==> src/rtl/button_repeat_ctrl.sv <==
// Multi-channel pushbutton front end: symmetric debounce, press/click/auto-repeat pulses, chord lockout.
// Optional BTN_SYNC_EN places a 2-flop synchronizer ahead of the debouncer; `evt` is the press|rpt strobe.
`timescale 1ns/1ps

module button_repeat_ctrl #(
    parameter int N_BTN            = 4,
    parameter int CLK_HZ           = 50_000_000,
    parameter int DEBOUNCE_MS      = 20,
    parameter int REPEAT_DELAY_MS  = 500,
    parameter int REPEAT_PERIOD_MS = 200,
    parameter int ACTIVE_LOW       = 1
) (
    input  logic             clk,
    input  logic             rst_n,
    input  logic [N_BTN-1:0] btn_raw,
    output logic [N_BTN-1:0] held,
    output logic [N_BTN-1:0] press,
    output logic [N_BTN-1:0] click,
    output logic [N_BTN-1:0] rpt,
    output logic [N_BTN-1:0] evt
);

    localparam int MS_TICKS = CLK_HZ / 1000;
    localparam int DB       = DEBOUNCE_MS * MS_TICKS;
    localparam int RD       = REPEAT_DELAY_MS * MS_TICKS;
    localparam int RP       = REPEAT_PERIOD_MS * MS_TICKS;
    localparam int MAX_DR   = (DB > RD) ? DB : RD;
    localparam int MAX_T    = (MAX_DR > RP) ? MAX_DR : RP;
    localparam int CW       = $clog2(MAX_T + 1);

    localparam logic [CW-1:0]    DB_LAST = CW'(DB - 1);
    localparam logic [CW-1:0]    RD_C    = CW'(RD);
    localparam logic [CW-1:0]    RP_C    = CW'(RP);
    localparam logic [CW-1:0]    CNT_ONE = CW'(1);
    localparam logic [N_BTN-1:0] POL     = (ACTIVE_LOW != 0) ? {N_BTN{1'b1}} : {N_BTN{1'b0}};

    // p is the normalised level: 1 always means pressed
    logic [N_BTN-1:0] p_raw;
    logic [N_BTN-1:0] p;

    assign p_raw = btn_raw ^ POL;

`ifdef BTN_SYNC_EN
    logic [N_BTN-1:0] sync1_q, sync1_d;
    logic [N_BTN-1:0] sync2_q, sync2_d;

    assign sync1_d = p_raw;
    assign sync2_d = sync1_q;

    always_ff @(posedge clk or negedge rst_n) begin
        if (!rst_n) begin
            sync1_q <= '0;
            sync2_q <= '0;
        end else begin
            sync1_q <= sync1_d;
            sync2_q <= sync2_d;
        end
    end

    assign p = sync2_q;
`else
    assign p = p_raw;
`endif

    logic [N_BTN-1:0] held_q, held_d;
    logic [N_BTN-1:0] press_q, press_d;
    logic [N_BTN-1:0] click_q, click_d;
    logic [N_BTN-1:0] rpt_q, rpt_d;
    logic [N_BTN-1:0] evt_q, evt_d;
    logic [N_BTN-1:0] long_q, long_d;
    logic [N_BTN-1:0] phase_q, phase_d;
    logic [CW-1:0]    dbc_q [N_BTN];
    logic [CW-1:0]    dbc_d [N_BTN];
    logic [CW-1:0]    rc_q  [N_BTN];
    logic [CW-1:0]    rc_d  [N_BTN];
    logic             chord_q, chord_d, chord_any;
    logic [CW-1:0]    rc_tgt;

    function automatic logic multi_hot(input logic [N_BTN-1:0] v);
        int cnt;
        cnt = 0;
        for (int i = 0; i < N_BTN; i++) begin
            cnt += int'(v[i]);
        end
        return cnt > 1;
    endfunction

    // Debounce: the counter only advances while the input disagrees with held
    always_comb begin
        held_d = held_q;
        for (int i = 0; i < N_BTN; i++) begin
            dbc_d[i] = '0;
            if (p[i] != held_q[i]) begin
                if (dbc_q[i] == DB_LAST) begin
                    held_d[i] = ~held_q[i];
                end else begin
                    dbc_d[i] = dbc_q[i] + CNT_ONE;
                end
            end
        end
    end

    // Chord is checked on both sides of the edge so a chord entering or leaving
    // this cycle still blocks repeats and restarts the full delay afterwards.
    always_comb begin
        chord_q   = multi_hot(held_q);
        chord_d   = multi_hot(held_d);
        chord_any = chord_q | chord_d;
        rpt_d     = '0;
        phase_d   = '0;
        rc_tgt    = RD_C;
        for (int i = 0; i < N_BTN; i++) begin
            rc_d[i] = '0;
            if (held_q[i] && held_d[i] && !chord_any) begin
                rc_tgt     = phase_q[i] ? RP_C : RD_C;
                phase_d[i] = phase_q[i];
                if ((rc_q[i] + CNT_ONE) >= rc_tgt) begin
                    rpt_d[i]   = 1'b1;
                    phase_d[i] = 1'b1;
                end else begin
                    rc_d[i] = rc_q[i] + CNT_ONE;
                end
            end
        end
        press_d = held_d & ~held_q;
        click_d = held_q & ~held_d & ~long_q;
        long_d  = held_d & (long_q | rpt_d | {N_BTN{chord_d}});
        evt_d   = press_d | rpt_d;
    end

    always_ff @(posedge clk or negedge rst_n) begin
        if (!rst_n) begin
            held_q  <= '0;
            press_q <= '0;
            click_q <= '0;
            rpt_q   <= '0;
            evt_q   <= '0;
            long_q  <= '0;
            phase_q <= '0;
            for (int i = 0; i < N_BTN; i++) begin
                dbc_q[i] <= '0;
                rc_q[i]  <= '0;
            end
        end else begin
            held_q  <= held_d;
            press_q <= press_d;
            click_q <= click_d;
            rpt_q   <= rpt_d;
            evt_q   <= evt_d;
            long_q  <= long_d;
            phase_q <= phase_d;
            for (int i = 0; i < N_BTN; i++) begin
                dbc_q[i] <= dbc_d[i];
                rc_q[i]  <= rc_d[i];
            end
        end
    end

    assign held  = held_q;
    assign press = press_q;
    assign click = click_q;
    assign rpt   = rpt_q;
    assign evt   = evt_q;

endmodule

==> config.mk <==
export PLATFORM = sky130hd
export DESIGN_NAME = button_repeat_ctrl
export DESIGN_NICKNAME = d
export VERILOG_FILES = /design/src/rtl/button_repeat_ctrl.sv
export SDC_FILE = /design/constraint.sdc
export NUM_CORES = 1
export LEC_CHECK = 0
export ABC_AREA = 1
export CAP_MARGIN = 20
export CORE_ASPECT_RATIO = 1.2
export CORE_MARGIN = 5
export CORE_UTILIZATION = 46
export DETAILED_ROUTE_END_ITERATION = 12
export PLACE_DENSITY = 0.71
export SLEW_MARGIN = 20
export SYNTH_ARGS = -nofsm -noshare
export SYNTH_HDL_FRONTEND = slang
export SYNTH_SLANG_ARGS = --single-unit
==> constraint.sdc <==
create_clock -name clk -period 8.9 [get_ports clk]
set_clock_uncertainty 0.2 [all_clocks]
set_input_delay 1.78 -clock clk [delete_from_list [all_inputs] [get_ports clk]]
set_output_delay 1.78 -clock clk [all_outputs]
set_load 0.05 [all_outputs]
# After elaboration in Yosys (flattened, before gate mapping)
# Cells that the tools add are included.
[word_totals]
reg_bits = 228
word_cells = 119
in_bits = 6
out_inout_bits = 20
[classes]
addsub = 14
n_reduce_logical = 9
n_mux = 44
n_eq_ne = 12
magnitude_cmp = 6
bitwise = 16
[ops]
columns = ["cell", "n"]
rows = [
  ["2-to-1 mux 25 bit", 20],
  ["adder 25 x 1 -> 25 bit, second input constant", 8],
  ["equality test 25 x 20 -> 1 bit, second input constant", 4],
  ["greater-or-equal comparator 25 bit", 4],
  ["2-to-1 mux 1 bit", 24],
  ["AND 4 bit", 4],
  ["NOT 4 bit", 4],
  ["OR 4 bit", 3],
  ["adder 3 x 1 -> 4 bit", 2],
  ["greater-than comparator 4 x 1 -> 1 bit, second input constant", 2],
  ["logical AND 1 bit", 8],
  ["inequality test 2 x 1 -> 1 bit, second input constant", 4],
  ["adder 2 x 1 -> 3 bit", 2],
  ["adder 1 x 1 -> 2 bit", 2],
  ["inequality test 1 bit", 4],
  ["NOT 1 bit", 4],
  ["zero test 1 bit", 1],
  ["OR 1 bit", 1],
]

# Logic depth before layout (Yosys ltp)
# Gate-level depths: netlist of the first run.
[depth]
depth_word = 14
depth_mapped = 23
ltp_nobuf = 23

# Least setup slack after synthesis of the first run
# OpenSTA, ideal clock, no wires.
[synth_timing]
kind = "input port to flip-flop"
startpoint = "input btn_raw[3]"
endpoint = "register rc_q[84] (netlist bit)"
stages = 13
t_required_ns = 8.574
arrival_ns = 3.406
setup_slack_ns = 5.167
setup_time_ns = 0.126
path_buffers = 1
path_cell_list = "inv_1 > nor2_1 > nor2_1 > inv_1 > fa_1 > nand3b_2 > nand3_4 > nor2_2 > inv_1 > nor2_4 > inv_4 > buf_8 > nor2_2"
[synth_lines]
columns = ["item", "line", "text"]
rows = [
  ["from (decl)", "15", "input logic [N_BTN-1:0] btn_raw,"],
  ["to (signal, indexed assignment)", "154", "rc_q[i] <= rc_d[i];"],
  ["to (decl)", "74", "logic [CW-1:0] rc_q [N_BTN];"],
]

==> key figures, run 1 <==
Run status
  – Status: complete, no violations

CTS
  – Sink Count: 228
  – Clock latency on the worst-skew pair: 540 ps
  – # resized after CTS: 0
  – Post-CTS Hold Buffers: 0
  – Total CTS buffers: 26
  – Root Buffer Master: clkbuf_16
  – Clk slew on worst S/H paths: 60 ps
  – Post-CTS Setup Bufs: 0
  – Clock Path Buffers: 3
  – CTS tree: yes
  – # H-tree levels: 1

Global routing
  – Largest net degree at the start of global routing: 102
  – First-pass GRT wire length: 51400 um
  – GRT Resource Usage Total: 17.9%
  – Overflow left after global routing: 0
  – Vias in the first global route: 11.4k
  – Initial antenna violation count: 0

Worst setup path
  – Startpoint Class: primary input
  – Depth of the most critical reg-to-reg path: 20
  – CP cell instances: clkdlybuf4s50_1, inv_1, nor2_1, nor2_1, inv_1, fa_1, nand3b_2, nand3_4, nor3_4, nand3_2, nor2_1
  – Slowest cell on the critical path: nand3_2
  – Worst setup EP type: flip-flop
  – Critical Path AT: 4620 ps
  – Reg-to-Reg Start: rc_q[50]$_DFF_PN0_
  – CP max FO: 25
  – Critical R2R Capture: rc_q[55]$_DFF_PN0_
  – Crit-path most repeated cell: nor2_1
  – Kind of critical path: in -> reg
  – Reg-to-reg slack, setup: 4750 ps
  – Critical path's largest stage delay: 590 ps
  – Crit path required time: 9140 ps

Yosys
  – Sequential share of the synthesized area: 41.5%
  – Post-synthesis async set-or-reset flop share: 100%
  – Mapped Cells: 1737
  – Flops & latches, synth: 228
  – Post-synth cell types: 56
  – Post-synth EDFFs: 0
  – Post-Syn Area per Cell: 7.92 um2
  – Yosys warns: 0
  – Synthesized area: 0.0137 mm2
  – Main synth FF type: dfrtp_1
  – Post-synth net total: 1809

Layout
  – Area delta synth->final: 11.5%
  – Layout Nets: 1855
  – Layout cells sized above 1: 10.2%
  – # diodes: 0
  – Final-layout fill cell count: 2724

Power and ir drop
  – Peak supply drop: 0.165 mV
  – Power per Cell Area: 147 mW/mm2
  – Leakage: 7.07 nW

Detailed routing
  – Post-route ant nets: 0
  – DR WL/cell: 13.4 um
  – DRC violations left: 0
  – Vias/cell: 5.13
  – Final wirelength: 29300 um
  – DR iter-0 viols: 571
  – Via count: 11.3k
  – Drt first pass iters: 7

Worst hold path
  – Min-Delay Path Class: reg -> reg
  – Hold path depth: 1
  – Hold Crit Endpoint: dbc_q[25]$_DFF_PN0_
  – Hold wc startpoint: dbc_q[25]$_DFF_PN0_

Floorplan
  – Boundary Pins: 26
  – Die W: 168 um
  – Row count: 69
  – Placeable Area: 0.0295 mm2
  – Die H: 199 um
  – Initial Utilization: 46.6%
  – Die ar.: 0.0335 mm2

Flow run
  – Max cap viols: 0

STA
  – Total negative setup slack: 0 ps
  – Worst slew margin: 41.5%
  – Final period utilization: 49.2%
  – F_max: 228 MHz
  – Hold Worst Slack: 260 ps
  – Fin crit period: 4380 ps
  – RSZ-0062 raised after global routing: false
  – Final Max Slew Viols: 0
  – Final hold violation count: 0
  – Final Setup Violations: 0
  – Worst-Margin Slew: 878 ps

Placement
  – Placer Congestion: 0.874
  – DP HPWL: 21800 um
  – Port bufs: 25
==> cells in the final DEF (no fill, tap or decap), types with 9 or more instances in the layout <==
| cell | n |
|---|---|
| xnor2_1 | 21 |
| a21oi_1 | 70 |
| nor3b_1 | 10 |
| nand3_1 | 77 |
| nor3_1 | 78 |
| nand2_1 | 306 |
| dfrtp_1 | 228 |
| clkbuf_16 | 26 |
| nor2_1 | 245 |
| nand4_1 | 48 |
| nor3_2 | 13 |
| nor4_1 | 29 |
| xor2_1 | 64 |
| nand3_2 | 9 |
| clkdlybuf4s50_1 | 24 |
| nor2_2 | 71 |
| o21ai_0 | 53 |
| ha_1 | 64 |
| inv_1 | 256 |
==> cell families (layout without fill, tap and decap cells) <==
family,Yosys count,count (layout),synth area share [%]
flops,228,228,41.5
buf+inv,273,339,8.10
simple gates,928,928,32.5
fa+ha+maj,66,66,6.12
xor+xnor,86,86,5.53
compound gates,156,156,6.26
==> layer usage <==
metal / global-route usage, % / wire length [um] / part of all wire (%) / up-vias
li1: - / - / - / 5713
met1: 21.0 / 12400 / 42 / 5258
met2: 33.4 / 15000 / 51 / 216
met3: 2.37 / 1040 / 3.6 / 73
met4: 6.25 / 915 / 3.1 / 0
met5: 0 / 0 / 0 / -
==> critical path, delay by kind of cell <==
kind | cells | cell delay, ps
simple gates | 7 | 1670
buf+inv | 3 | 670
fa+ha+maj | 1 | 490
==> worst max-delay path by stage <==
| stage | startpoint | end | slack [ps] |
|---|---|---|---|
| after floorplan | btn_raw[3] | rc_q[84]$_DFF_PN0_ | 5170 |
| after global placement | btn_raw[0] | rc_q[28]$_DFF_PN0_ | 4020 |
| after detailed placement | btn_raw[0] | rc_q[41]$_DFF_PN0_ | 3940 |
| after CTS | btn_raw[0] | rc_q[41]$_DFF_PN0_ | 4490 |
| after global routing | btn_raw[3] | rc_q[26]$_DFF_PN0_ | 4260 |
| final | btn_raw[3] | rc_q[28]$_DFF_PN0_ | 4520 |
==> power by group <==
group / internal, mW / leakage [nW] / switching (mW)
registers: 1.04 / 3.16 / 0.00483
logic: 0.0128 / 3.46 / 0.0449
clock network: 0.705 / 0.443 / 0.446
==> state kept, by name, summed over array words and instances (netlist names) <==
| signal | count |
|---|---|
| dbc_q | 100 |
| evt | 4 |
| press | 4 |
| phase_q | 4 |
| rc_q | 100 |
| rpt | 4 |
| click | 4 |
| held | 4 |
| long_q | 4 |
==> cell type report <==
cell class                      instances  area [um2]  share of cell area [%]
Timing Repair Buffer                   29         285                    1.86
Clock inverter                         17         248                    1.62
Tap cell                              390         488                    3.18
Inverter                              262         986                    6.43
Sequential cell                       228        5710                    37.2
Multi-Input combinational cell       1236        6930                    45.2
Clock buffer                           31         689                    4.50
==> cells in the mapped netlist (3+ instances only) <==
cell type    n  share of area (%)
nand2_1    306                8.4
inv_1      256                7.0
nor2_1     245                6.7
dfrtp_1    228                 41
nor3_1      78                2.8
nand3_1     77                2.8
nor2_2      71                3.2
a21oi_1     70                2.5
ha_1        64                5.8
xor2_1      64                4.1
o21ai_0     53                1.9
nand4_1     48                2.2
nor4_1      29                1.3
xnor2_1     21                1.3
nor3_2      13               0.95
nor3b_1     10               0.55
nand3_2      9               0.66
a31oi_1      7               0.32
nand2_2      7               0.32
nor2_4       7               0.57
nand3b_1     5               0.27
or2_2        5               0.23
buf_6        4               0.33
inv_2        4               0.11
o21a_1       4               0.22
o21ai_1      4               0.15
a211oi_1     3               0.16
nor3_4       3               0.35
==> metrics by stage <==
stage	setup slack, ps	utilization, %	instance area [um2]	power [mW]	instances
final	4520	51.9	15300	2.26	2193
after global routing	4260	51.9	15300	2.34	2193
after CTS	4490	51.9	15300	2.29	2193
after detailed placement	3940	48.8	14400	1.13	2145
after global placement	4020	48.8	14400	1.12	2145
after floorplan	5170	-	13700	1.09	1737
(Power assumes the default switching activity.)
==> inputs of run 2 (changes only) <==
clock period = 4.2 ns   (was 8.9 ns; I/O delays follow)
==> run 2 against run 1 <==
Final cell count barely moved. Flip-flop and latch count did not move. First-iteration DRC count rose by 5.8%. Wire length rose by 0.94%. Worst setup slack got worse by 4100 ps. Global-route usage fell by 0.083 points. Power rose by 95%. Utilization fell by 0.39 points. Sequential power rose by 110%. Die area did not move. Sequential share of layout area rose by 0.28 points. Largest power group is now sequential cells. Highest routed layer is now met5.
==> key figures, run 2 (synthesis gave the netlist of run 1 again) <==
Worst hold path
  – Min-Delay Path Class: in -> async

Layout
  – Area delta synth->final: 10.7%
  – Layout Nets: 1858 (+0.16%)
  – Biggest regs: dbc_q (100), rc_q (100)
  – Most frequent cells in the layout: nand2_1 (306), inv_1 (256), nor2_1 (245)
  – Layout cells sized above 1: 9.99% (-0.22 points)
  – Commonest non-fill, non-tap cell in the layout: nand2_1
  – Final-layout fill cell count: 2821 (+3.6%)
  – # diodes: 0 (unchanged)
  – Design area: 0.0152 mm2 (-0.75%)

Power and ir drop
  – Clk pwr share: 46.7% (-4.3 points)
  – Share of power burned in registers: 50.4% (+4.0 points)
  – NetSw: 965 uW (+95%)
  – Switching Fraction: 21.9% (-0.034 points)
  – Power per Cell Area: 289 mW/mm2 (+97%)
  – Leakage: 7.03 nW (-0.54%)
  – Peak supply drop: 0.334 mV (+100%)
  – P_int: 3.44 mW (+95%)
  – Total chip power: 4.40 mW (+95%)
  – Combinational Power Share: 2.9% (+0.3 points)

Global routing
  – GRT Resource Usage Total: 17.8% (-0.083 points)
  – Initial antenna violation count: 1 (+1)
  – Largest net degree at the start of global routing: 98 (-3.9%)
  – Overflow left after global routing: 0 (unchanged)
  – First-pass GRT wire length: 50900 um (-0.95%)
  – Vias in the first global route: 11.3k (-0.31%)

Worst setup path
  – Startpoint Class: flip-flop
  – Worst setup EP type: flip-flop
  – CP max FO: 25 (unchanged)
  – Critical Path AT: 3970 ps (-650 ps)
  – Crit path required time: 4380 ps (-4760 ps)
  – Kind of critical path: reg -> reg

STA
  – Final period utilization: 90.0%
  – Final Max Slew Viols: 0 (unchanged)
  – RSZ-0062 raised after global routing: false
  – F_max: 264 MHz
  – Final hold violation count: 0 (unchanged)
  – Worst-Margin Slew: 787 ps (-90.6 ps)
  – Total negative setup slack: 0 ps (unchanged)
  – Worst slew margin: 47.5% (+6.0 points)
  – Fin crit period: 3780 ps
  – Final Setup Violations: 0 (unchanged)

Detailed routing
  – DRC violations left: 0 (unchanged)
  – DR iter-0 viols: 604 (+5.8%)
  – DR WL/cell: 13.5 um (+0.99%)
  – Via count: 11.3k (+0.73%)
  – Routed wl met2: 15100 um (+0.83%)
  – Metal3 WL: 858 um (-18%)
  – Final wirelength: 29600 um (+0.94%)
  – Post-route ant nets: 0 (unchanged)
  – Drt first pass iters: 5 (-2)
  – Top Layer Used: met5
  – Vias/cell: 5.17 (+0.77%)
  – DRT met1 WL: 12800 um (+3.0%)

Floorplan
  – Die H: 199 um (unchanged)
  – Row count: 69 (unchanged)
  – Die ar.: 0.0335 mm2 (unchanged)
  – Boundary Pins: 26 (unchanged)
  – Die W: 168 um (unchanged)
  – Initial Utilization: 46.6% (unchanged)
  – Placeable Area: 0.0295 mm2 (unchanged)

CTS
  – CTS tree: yes
  – Post-CTS Setup Bufs: 0 (unchanged)
  – Total CTS buffers: 25 (-3.8%)
  – Clock latency on the worst-skew pair: 530 ps (about the same)
  – # H-tree levels: 1 (unchanged)
  – Sink Count: 228 (unchanged)
  – Clk slew on worst S/H paths: 60 ps (about the same)
  – Clock Path Buffers: 3 (unchanged)
  – Root Buffer Master: clkbuf_16

Placement
  – DP HPWL: 22300 um (+2.5%)
  – Placer Congestion: 0.917 (+4.9%)
  – Area after DPL: 0.0145 mm2 (+0.38%)
  – Port bufs: 25 (unchanged)

Flow run
  – Max cap viols: 0 (unchanged)

Run status
  – Status: complete, no violations
run 2: power groups by stage:
stage | sequential, mW | clock, mW | combinational, mW
final | 2.22 | 2.05 | 0.127
after global routing | 2.22 | 2.19 | 0.147
after CTS | 2.22 | 2.12 | 0.132
after detailed placement | 2.26 | 0 | 0.132
after global placement | 2.26 | 0 | 0.129
after floorplan | 2.26 | 0 | 0.0560
run 2: through the flow:
stage | utilization [%] | setup slack [ps] | hold slack, ps | std cells
floorplan | - | 898 | 205 | 1737
detailed placement | 48.9 | 345 | 238 | 2149
finish | 51.5 | 418 | 123 | 2192
global placement | 48.9 | 460 | 234 | 2149
global route | 51.5 | 36.2 | 196 | 2192
CTS | 51.5 | 333 | 162 | 2192
run 2: layout make-up:
class,instances,area (um2),area share (%)
clock buffer,38,734,4.83
sequential,228,5710,37.5
inverter,262,986,6.48
clock inverter,5,27.5,0.181
timing repair buffer,33,340,2.24
multi-input combinational,1236,6940,45.6
tap,390,488,3.21
run 2: worst paths after layout:
check | start | to | slack, ps | cells past startpoint
max | rc_q[0]$_DFF_PN0_ | rc_q[24]$_DFF_PN0_ | 420 | 22
max in group asynchronous | rst_n | press[2]$_DFF_PN0_ | 2680 | 2
min reg2reg | long_q[2]$_DFF_PN0_ | click[2]$_DFF_PN0_ | 250 | 1
max reg2reg | rc_q[0]$_DFF_PN0_ | rc_q[24]$_DFF_PN0_ | 420 | 22
min in group clk | long_q[2]$_DFF_PN0_ | click[2]$_DFF_PN0_ | 250 | 1
min | rst_n | dbc_q[86]$_DFF_PN0_ | 120 | 1
run 2: routing by layer:
| layer | vias up | global-route usage, % |
|---|---|---|
| li1 | 5712 | - |
| met4 | 2 | 6.49 |
| met5 | - | 0 |
| met1 | 5392 | 21.2 |
| met3 | 57 | 2.18 |
| met2 | 179 | 32.9 |
run 2: worst max-delay path: stages, from the launching register on:
cell and delay, ps:
dfrtp_1 390, ha_1 210, nand2_2 100, nor3_4 210, nand2_2 140, nor2_4 130, inv_1 70, nor4_1 280
nand2_1 110, inv_1 80, nor2_1 50, ha_1 290, nand2_1 50, nor2_1 180, inv_1 90, nor2_1 90
nand4_1 90, nor2_1 110, nand3_1 90, nor2_2 150, nor2_4 60, nand3_4 350, nor2_1 110
run 2: repair_timing:
| action | CTS | global route |
|---|---|---|
| endpoints found under the setup margin | 0 | 19 |
| gates resized for setup | 0 | 1 |
| hold buffers | 0 | 0 |
==> inputs of run 3 (changes only) <==
CAP_MARGIN = not set   (was 20)
==> results of run 3 <==
No change in the layout: final DEF, timing and power equal those of run 2.
